File: config.mk
export PLATFORM = sky130hd
export DESIGN_NAME = pin_auth_ctrl
export DESIGN_NICKNAME = d
export VERILOG_FILES = /design/src/rtl/pin_pkg.sv /design/src/rtl/pin_entry.sv /design/src/rtl/pin_auth_ctrl.sv
export SDC_FILE = /design/constraint.sdc
export NUM_CORES = 1
export LEC_CHECK = 0
export CAP_MARGIN = 20
export CORE_UTILIZATION = 35
export CTS_CLUSTER_DIAMETER = 30
export DETAILED_ROUTE_END_ITERATION = 8
export HOLD_SLACK_MARGIN = 0.02
export PLACE_DENSITY = 0.64
export SETUP_SLACK_MARGIN = 0.05
export SLEW_MARGIN = 15
export SYNTH_ARGS = -nofsm -noshare
export SYNTH_HDL_FRONTEND = slang
export SYNTH_SLANG_ARGS = --single-unit
File: constraint.sdc
create_clock -name clk_i -period 2.95 [get_ports clk_i]
set_clock_uncertainty 0.05 [all_clocks]
set_input_delay 0.59 -clock clk_i [delete_from_list [all_inputs] [get_ports clk_i]]
set_output_delay 0.59 -clock clk_i [all_outputs]
set_load 0.005 [all_outputs]
File: src/rtl/pin_pkg.sv
// Shared types and helpers for the wallet PIN controller.
// State encoding, digit constants and PIN field helpers.
package pin_pkg;

  localparam int DIG_W = 4;
  localparam int IDX_W = 2;
  localparam logic [DIG_W-1:0] DIG_MAX = 4'd9;

  typedef enum logic [2:0] {
    ST_UNENROLLED = 3'd0,
    ST_ENR_A      = 3'd1,
    ST_ENR_B      = 3'd2,
    ST_READY      = 3'd3,
    ST_VERIFY     = 3'd4,
    ST_CHECK      = 3'd5,
    ST_UNLOCKED   = 3'd6,
    ST_LOCKOUT    = 3'd7
  } state_e;

  // Bit offset of digit slot k inside a packed PIN.
  function automatic int pin_lsb(input int k);
    return k * DIG_W;
  endfunction

  function automatic logic [DIG_W-1:0] dig_inc(
    input logic [DIG_W-1:0] d
  );
    return (d == DIG_MAX) ? '0 : d + 4'd1;
  endfunction

endpackage

File: src/rtl/pin_entry.sv
// Two-button PIN entry: edge detect, digit/cursor counters, slots.
// Shared by enrolment and verification; cleared by the controller.
module pin_entry
  import pin_pkg::*;
#(
  parameter int DIGITS = 4
) (
  input  logic                      clk_i,
  input  logic                      rst_n_i,
  input  logic                      b_esq_i,
  input  logic                      b_dir_i,
  input  logic                      en_i,
  input  logic                      clr_i,
  output logic [DIG_W-1:0]          digit_o,
  output logic [IDX_W-1:0]          idx_o,
  output logic [DIGITS*DIG_W-1:0]   pin_o,
  output logic [DIGITS*DIG_W-1:0]   pin_nxt_o,
  output logic                      press_o,
  output logic                      done_o
);

  localparam int PIN_W = DIGITS * DIG_W;

  logic             esq_prev_q, dir_prev_q;
  logic             esq_p, dir_p, sel, inc, last;
  logic [DIG_W-1:0] digit_q, digit_d;
  logic [IDX_W-1:0] idx_q, idx_d;
  logic [PIN_W-1:0] pin_q, pin_d;

  assign esq_p = b_esq_i & ~esq_prev_q;
  assign dir_p = b_dir_i & ~dir_prev_q;
  assign sel   = en_i & esq_p;
  // Select wins over a same-cycle increment.
  assign inc   = en_i & dir_p & ~esq_p;
  assign last  = (idx_q == IDX_W'(DIGITS - 1));

  always_comb begin
    digit_d = digit_q;
    idx_d   = idx_q;
    pin_d   = pin_q;
    if (clr_i) begin
      digit_d = '0;
      idx_d   = '0;
      pin_d   = '0;
    end else if (sel) begin
      pin_d[pin_lsb(int'(idx_q)) +: DIG_W] = digit_q;
      digit_d = '0;
      idx_d   = last ? '0 : idx_q + 1'b1;
    end else if (inc) begin
      digit_d = dig_inc(digit_q);
    end
  end

  always_ff @(posedge clk_i) begin
    if (!rst_n_i) begin
      esq_prev_q <= 1'b1;
      dir_prev_q <= 1'b1;
      digit_q    <= '0;
      idx_q      <= '0;
      pin_q      <= '0;
    end else begin
      esq_prev_q <= b_esq_i;
      dir_prev_q <= b_dir_i;
      digit_q    <= digit_d;
      idx_q      <= idx_d;
      pin_q      <= pin_d;
    end
  end

  assign digit_o   = digit_q;
  assign idx_o     = idx_q;
  assign pin_o     = pin_q;
  assign pin_nxt_o = pin_d;
  assign press_o   = esq_p | dir_p;
  assign done_o    = sel & last;

endmodule

File: src/rtl/pin_auth_ctrl.sv
// Wallet PIN flow: enrolment, verification, try counting,
// timed lockout and wipe. Entry datapath lives in pin_entry.
module pin_auth_ctrl
  import pin_pkg::*;
#(
  parameter int DIGITS    = 4,
  parameter int MAX_TRIES = 3,
  parameter int LOCK_CYC  = 1000,
  localparam int PIN_W    = 4 * DIGITS
) (
  input  logic             clk_i,
  input  logic             rst_n_i,
  input  logic             b_esq_i,
  input  logic             b_dir_i,
  input  logic             start_i,
  input  logic             abort_i,
  input  logic             lock_i,
  output logic [3:0]       digit_o,
  output logic [1:0]       idx_o,
  output logic [2:0]       state_o,
  output logic [1:0]       tries_left_o,
  output logic             unlock_o,
  output logic             fail_o,
  output logic             pin_wr_o,
  output logic [PIN_W-1:0] pin_vec_o,
  output logic             wipe_o
);

  localparam int CW = (LOCK_CYC > 1) ? $clog2(LOCK_CYC) : 1;
  localparam logic [1:0] TRIES_MAX = 2'(MAX_TRIES);

  state_e           state_q, state_d;
  logic [1:0]       tries_q, tries_d;
  logic [CW-1:0]    cnt_q, cnt_d;
  logic [PIN_W-1:0] cand_q, cand_d;
  logic [PIN_W-1:0] pin_q, pin_d;
  logic             unlock_q, fail_q, fail_d;
  logic             wr_q, wr_d, wipe_q, wipe_d;

  logic             en, clr, press, done;
  logic [PIN_W-1:0] ent_pin, ent_nxt;

  assign en = (state_q inside {ST_ENR_A, ST_ENR_B, ST_VERIFY});

  pin_entry #(
    .DIGITS (DIGITS)
  ) u_entry (
    .clk_i     (clk_i),
    .rst_n_i   (rst_n_i),
    .b_esq_i   (b_esq_i),
    .b_dir_i   (b_dir_i),
    .en_i      (en),
    .clr_i     (clr),
    .digit_o   (digit_o),
    .idx_o     (idx_o),
    .pin_o     (ent_pin),
    .pin_nxt_o (ent_nxt),
    .press_o   (press),
    .done_o    (done)
  );

  always_comb begin
    state_d = state_q;
    tries_d = tries_q;
    cnt_d   = cnt_q;
    cand_d  = cand_q;
    pin_d   = pin_q;
    fail_d  = 1'b0;
    wipe_d  = 1'b0;
    wr_d    = 1'b0;
    clr     = 1'b0;
    unique case (state_q)
      ST_UNENROLLED: begin
        if (press) begin
          state_d = ST_ENR_A;
          clr     = 1'b1;
        end
      end
      ST_ENR_A: begin
        if (abort_i) begin
          state_d = ST_UNENROLLED;
          clr     = 1'b1;
          cand_d  = '0;
        end else if (done) begin
          cand_d  = ent_nxt;
          state_d = ST_ENR_B;
        end
      end
      ST_ENR_B: begin
        if (abort_i) begin
          state_d = ST_UNENROLLED;
          clr     = 1'b1;
          cand_d  = '0;
        end else if (done) begin
          if (ent_nxt == cand_q) begin
            wr_d    = 1'b1;
            pin_d   = cand_q;
            state_d = ST_READY;
          end else begin
            cand_d  = '0;
            state_d = ST_ENR_A;
          end
        end
      end
      ST_READY: begin
        if (start_i) begin
          state_d = ST_VERIFY;
          clr     = 1'b1;
        end
      end
      ST_VERIFY: begin
        if (abort_i) begin
          state_d = ST_READY;
          clr     = 1'b1;
        end else if (done) begin
          state_d = ST_CHECK;
        end
      end
      ST_CHECK: begin
        if (ent_pin == pin_q) begin
          state_d = ST_UNLOCKED;
          tries_d = TRIES_MAX;
        end else begin
          fail_d = 1'b1;
          // Last allowed failure wipes instead of locking out.
          if (tries_q == 2'd1) begin
            wipe_d  = 1'b1;
            pin_d   = '0;
            cand_d  = '0;
            tries_d = TRIES_MAX;
            state_d = ST_UNENROLLED;
          end else begin
            tries_d = tries_q - 2'd1;
            cnt_d   = CW'(LOCK_CYC - 1);
            state_d = ST_LOCKOUT;
          end
        end
      end
      ST_UNLOCKED: begin
        if (lock_i) state_d = ST_READY;
      end
      ST_LOCKOUT: begin
        if (cnt_q == '0) state_d = ST_READY;
        else             cnt_d   = cnt_q - 1'b1;
      end
    endcase
  end

  always_ff @(posedge clk_i) begin
    if (!rst_n_i) begin
      state_q  <= ST_UNENROLLED;
      tries_q  <= TRIES_MAX;
      cnt_q    <= '0;
      cand_q   <= '0;
      pin_q    <= '0;
      unlock_q <= 1'b0;
      fail_q   <= 1'b0;
      wr_q     <= 1'b0;
      wipe_q   <= 1'b0;
    end else begin
      state_q  <= state_d;
      tries_q  <= tries_d;
      cnt_q    <= cnt_d;
      cand_q   <= cand_d;
      pin_q    <= pin_d;
      unlock_q <= (state_d == ST_UNLOCKED);
      fail_q   <= fail_d;
      wr_q     <= wr_d;
      wipe_q   <= wipe_d;
    end
  end

  assign state_o      = state_q;
  assign tries_left_o = tries_q;
  assign unlock_o     = unlock_q;
  assign fail_o       = fail_q;
  assign pin_wr_o     = wr_q;
  assign pin_vec_o    = pin_q;
  assign wipe_o       = wipe_q;

endmodule

==> results_tabular.tex <==
\begin{tabular}{lr}
\hline
Metric & Value \\
\hline
\multicolumn{2}{l}{\textbf{Status}} \\
Result of the run & complete, no violations \\
\multicolumn{2}{l}{\textbf{Placement}} \\
Instance area after placement & 5700 um\^{}2 \\
Buffers on Ports & 37 \\
HPWL after detailed placement & approximately 10000 um \\
Final Wtd Congestion & 0.900 \\
\multicolumn{2}{l}{\textbf{Setup path}} \\
Worst Setup End Kind & register \\
Crit path max fanout & 7 \\
R2R Setup Slk & 10 ps \\
Startpoint-to-endpoint class of the critical path & register to register \\
Worst EP arrival & 3130 ps \\
End of the worst register-to-register path & unlock\_o \\
Critical path data required time & between 3000 and 4000 ps \\
R2R depth & 11 \\
Kind of start point of the critical path & register \\
Origin of the critical flop-to-flop path & state\_o[0] \\
\multicolumn{2}{l}{\textbf{STA}} \\
Normalized max-slew margin & 0.397 \\
Final critical path time including I/O delays and setup & approximately 3000 ps \\
Unrepaired setup endpoints after global routing & true \\
Post-route setup TNS & 0 ps \\
Fin crit share & 0.996 \\
Count of endpoints failing setup in the final report & 0 \\
Max-slew violation total from the final report & 0 \\
Highest clock rate & 0.340 GHz \\
Slew at the pin closest to its max-slew limit & 904 ps \\
Final number of hold-violating endpoints & 0 \\
\multicolumn{2}{l}{\textbf{Clocking}} \\
Deepest clock path buffer count & 2 \\
H-tree lvl count & 3 \\
Clock tree root buffer cell & sky130\_fd\_sc\_hd\_\_clkbuf\_16 \\
TritonCTS clock tree & done \\
Clk pin slew, worst setup/hold paths & roughly 60 ps \\
Total clock buffers created by CTS & 9 \\
Clock sink total & 75 \\
Worst-Skew Late Latency & 340 ps \\
Number of hold buffers added after CTS & 0 \\
\multicolumn{2}{l}{\textbf{Layout}} \\
Number of antenna diodes & 0 \\
Most frequent cells in the layout & sky130\_fd\_sc\_hd\_\_buf\_4, sky130\_fd\_sc\_hd\_\_dfxtp\_1, sky130\_fd\_sc\_hd\_\_nor2\_1 \\
Area of combinational cells with multiple inputs & 3120 um\^{}2 \\
Number of fill cells & 1114 \\
Commonest non-fill, non-tap cell in the layout & sky130\_fd\_sc\_hd\_\_buf\_4 \\
Fraction of layout cells with a size suffix above 1 & 0.265 \\
Fin area & 6500 um\^{}2 \\
Layout Area Growth over Synthesis & 39.6\% \\
Number of nets in the final layout & 684 \\
Area of all sequential standard cells & 1510 um\^{}2 \\
\multicolumn{2}{l}{\textbf{Global route}} \\
GRT overflow & 0 \\
Initial antenna violation count & 0 \\
GRT Util Overall & 0.211 \\
First-pass GRT wire length & 23500 um \\
Largest net degree at the start of global routing & 59 \\
Number of global-route vias before repair & roughly 4500 \\
\multicolumn{2}{l}{\textbf{Drt}} \\
Via count & 4937 \\
Avg Vias per Cell & a little under 6 \\
Routed WL per cell & 17.9 um \\
Residual antenna-violating net count after detailed routing & 0 \\
First-pass detailed-route iteration total & 5 \\
Iteration-0 DRC Markers & between 500 and 600 \\
Drc violations & 0 \\
DRT Wirelength & 15200 um \\
\multicolumn{2}{l}{\textbf{Power and ir drop}} \\
Highest ir drop seen on vdd & 0.252 mV \\
Power per Cell Area & 370 nW/um\^{}2 \\
Static Leak & 2.50 nW \\
\multicolumn{2}{l}{\textbf{Logic synthesis}} \\
Library cell occupying the most area in the post-synthesis netlist & sky130\_fd\_sc\_hd\_\_dfxtp\_1 \\
Cell count after synthesis & approximately 570 \\
Number of enable flip-flop cells after synthesis & 0 \\
Top area cells in the synthesized netlist & sky130\_fd\_sc\_hd\_\_dfxtp\_1, sky130\_fd\_sc\_hd\_\_nor2\_1, sky130\_fd\_sc\_hd\_\_xnor2\_1 \\
Yosys top cell area share & 0.322 \\
Post-Synthesis Mean Instance Area & 8.20 um\^{}2 \\
Main flop type after synthesis & sky130\_fd\_sc\_hd\_\_dfxtp\_1 \\
Post-Synthesis Cell Area & 4660 um\^{}2 \\
Cell variety after synth & 67 \\
Register area share after synthesis & 0.322 \\
Async S/R FF share, synth & 0 \\
Number of register bits inferred by synthesis & 75 \\
Ys Warns & 0 \\
Total nets after synthesis & between 500 and 600 \\
\multicolumn{2}{l}{\textbf{Floorplanning}} \\
Die area & 13800 um\^{}2 \\
Die Y-Extent & about 120 um \\
Floorplan row count & 41 \\
Number of I/O pins & 38 \\
Starting density of the core & 0.364 \\
Floorplan core area & 12800 um\^{}2 \\
Die Wd & 117 um \\
\multicolumn{2}{l}{\textbf{Min path}} \\
Hold wc startpoint & cnt\_q[1] \\
Count of cells along the worst hold path & 2 \\
Class of the most critical hold timing path & register to register \\
Worst Hold End & cnt\_q[1] \\
\multicolumn{2}{l}{\textbf{Flow run}} \\
MaxCap Viol Count & 0 \\
\hline
\end{tabular}
[state kept, by name, summed over array words and instances, names as in the netlist]
name / cells
pin_vec_o: 16
u_entry.idx_o: 2
cnt_q: 10
u_entry.pin_o: 16
u_entry.esq_prev_q: 1
wipe_o: 1
state_o: 3
fail_o: 1
u_entry.dir_prev_q: 1
cand_q: 16
pin_wr_o: 1
unlock_o: 1
u_entry.digit_o: 4
tries_left_o: 2
[what timing repair did]
action / 4_1_cts / 5_1_grt
pin swaps: 10 / 33
buffers inserted: 11 / 12
endpoints found under the setup margin: 35 / 35
resized for setup: 22 / 29
gates cloned: 1 / 4
[worst max-delay path: stages (launching register included)]
cell,delay (ps)
sky130_fd_sc_hd__dfxtp_4,390
sky130_fd_sc_hd__buf_8,140
sky130_fd_sc_hd__o21ai_4,220
sky130_fd_sc_hd__o2111a_1,280
sky130_fd_sc_hd__buf_12,140
sky130_fd_sc_hd__mux2i_4,300
sky130_fd_sc_hd__a21oi_2,90
sky130_fd_sc_hd__or3_4,350
sky130_fd_sc_hd__a211oi_4,250
sky130_fd_sc_hd__buf_6,190
sky130_fd_sc_hd__a31oi_2,140
sky130_fd_sc_hd__nor4bb_1,300
[synth_stat cells (4+ instances only)]
cell type,count
sky130_fd_sc_hd__buf_1,4
sky130_fd_sc_hd__nand3b_1,6
sky130_fd_sc_hd__o21ai_0,9
sky130_fd_sc_hd__nand2b_1,8
sky130_fd_sc_hd__buf_2,6
sky130_fd_sc_hd__nand3_1,21
sky130_fd_sc_hd__and2_1,13
sky130_fd_sc_hd__dfxtp_1,75
sky130_fd_sc_hd__a31oi_1,8
sky130_fd_sc_hd__o211ai_1,17
sky130_fd_sc_hd__nor2b_1,10
sky130_fd_sc_hd__inv_1,10
sky130_fd_sc_hd__and3b_1,5
sky130_fd_sc_hd__and3_1,19
sky130_fd_sc_hd__mux2i_1,10
sky130_fd_sc_hd__a41o_1,17
sky130_fd_sc_hd__ha_1,7
sky130_fd_sc_hd__o221a_2,15
sky130_fd_sc_hd__clkbuf_1,35
sky130_fd_sc_hd__a41oi_1,16
sky130_fd_sc_hd__a21oi_1,19
sky130_fd_sc_hd__nor3_1,11
sky130_fd_sc_hd__xnor2_1,23
sky130_fd_sc_hd__nor4_1,9
sky130_fd_sc_hd__nand2_1,52
sky130_fd_sc_hd__nor2_1,68
sky130_fd_sc_hd__nor3b_1,5
sky130_fd_sc_hd__nand4_1,12
sky130_fd_sc_hd__or3_1,4
[logic make-up after synthesis]
group / Yosys count / share of synthesized area
AO/OA/AOI/OAI: 135 / 0.243
XOR/XNOR: 27 / 0.0524
adder cells (fa/ha/maj): 7 / 0.0188
buffers and inverters: 57 / 0.0500
flip-flops: 75 / 0.322
multiplexers: 13 / 0.0312
AND/OR/NAND/NOR: 254 / 0.282
[routing by layer]
layer,global-route usage,share of wire,vias to the layer above
met2,0.333,0.47,183
met1,0.290,0.45,2394
met4,0.0755,0.026,0
met5,0,0,-
met3,0.0292,0.057,32
li1,-,-,2328
[stage by stage]
stage                     setup WS (ps)  utilization  std cells  power (mW)  hold slack [ps]
after floorplan                    48.7            -        568        1.13              382
after global placement             -674        0.446        803        1.20              391
after detailed placement           -773        0.446        803        1.20              405
after CTS                          50.5        0.485        831        2.38              421
after global routing              -71.0        0.509        847        2.48              438
final                              10.9        0.509        847        2.40              419
[worst max-delay path by stage]
stage / startpoint / to / slack (ps)
4_1_cts: state_o[0] / cand_q[2] / 50
2_1_floorplan: b_esq_i / cand_q[10] / 50
5_1_grt: state_o[0] / cand_q[11] / -70
3_3_place_gp: b_esq_i / cand_q[14] / -670
3_5_place_dp: b_esq_i / cand_q[14] / -770
6_report: state_o[0] / unlock_o / 10
[where the power goes]
part,switching (mW),total (mW),internal (mW)
Sequential,0.00498,1.02,1.02
Combinational,0.116,0.216,0.0995
Clock,0.430,1.17,0.739
Total,0.552,2.40,1.85
[cell type report]
cell class | instances | share of cell area
multi-input combinational | 436 | 0.480
sequential | 75 | 0.232
timing repair buffer | 138 | 0.202
clock buffer | 11 | 0.0358
inverter | 10 | 0.00577
tap | 172 | 0.0331
clock inverter | 5 | 0.0119
(Power assumes the default switching activity.)
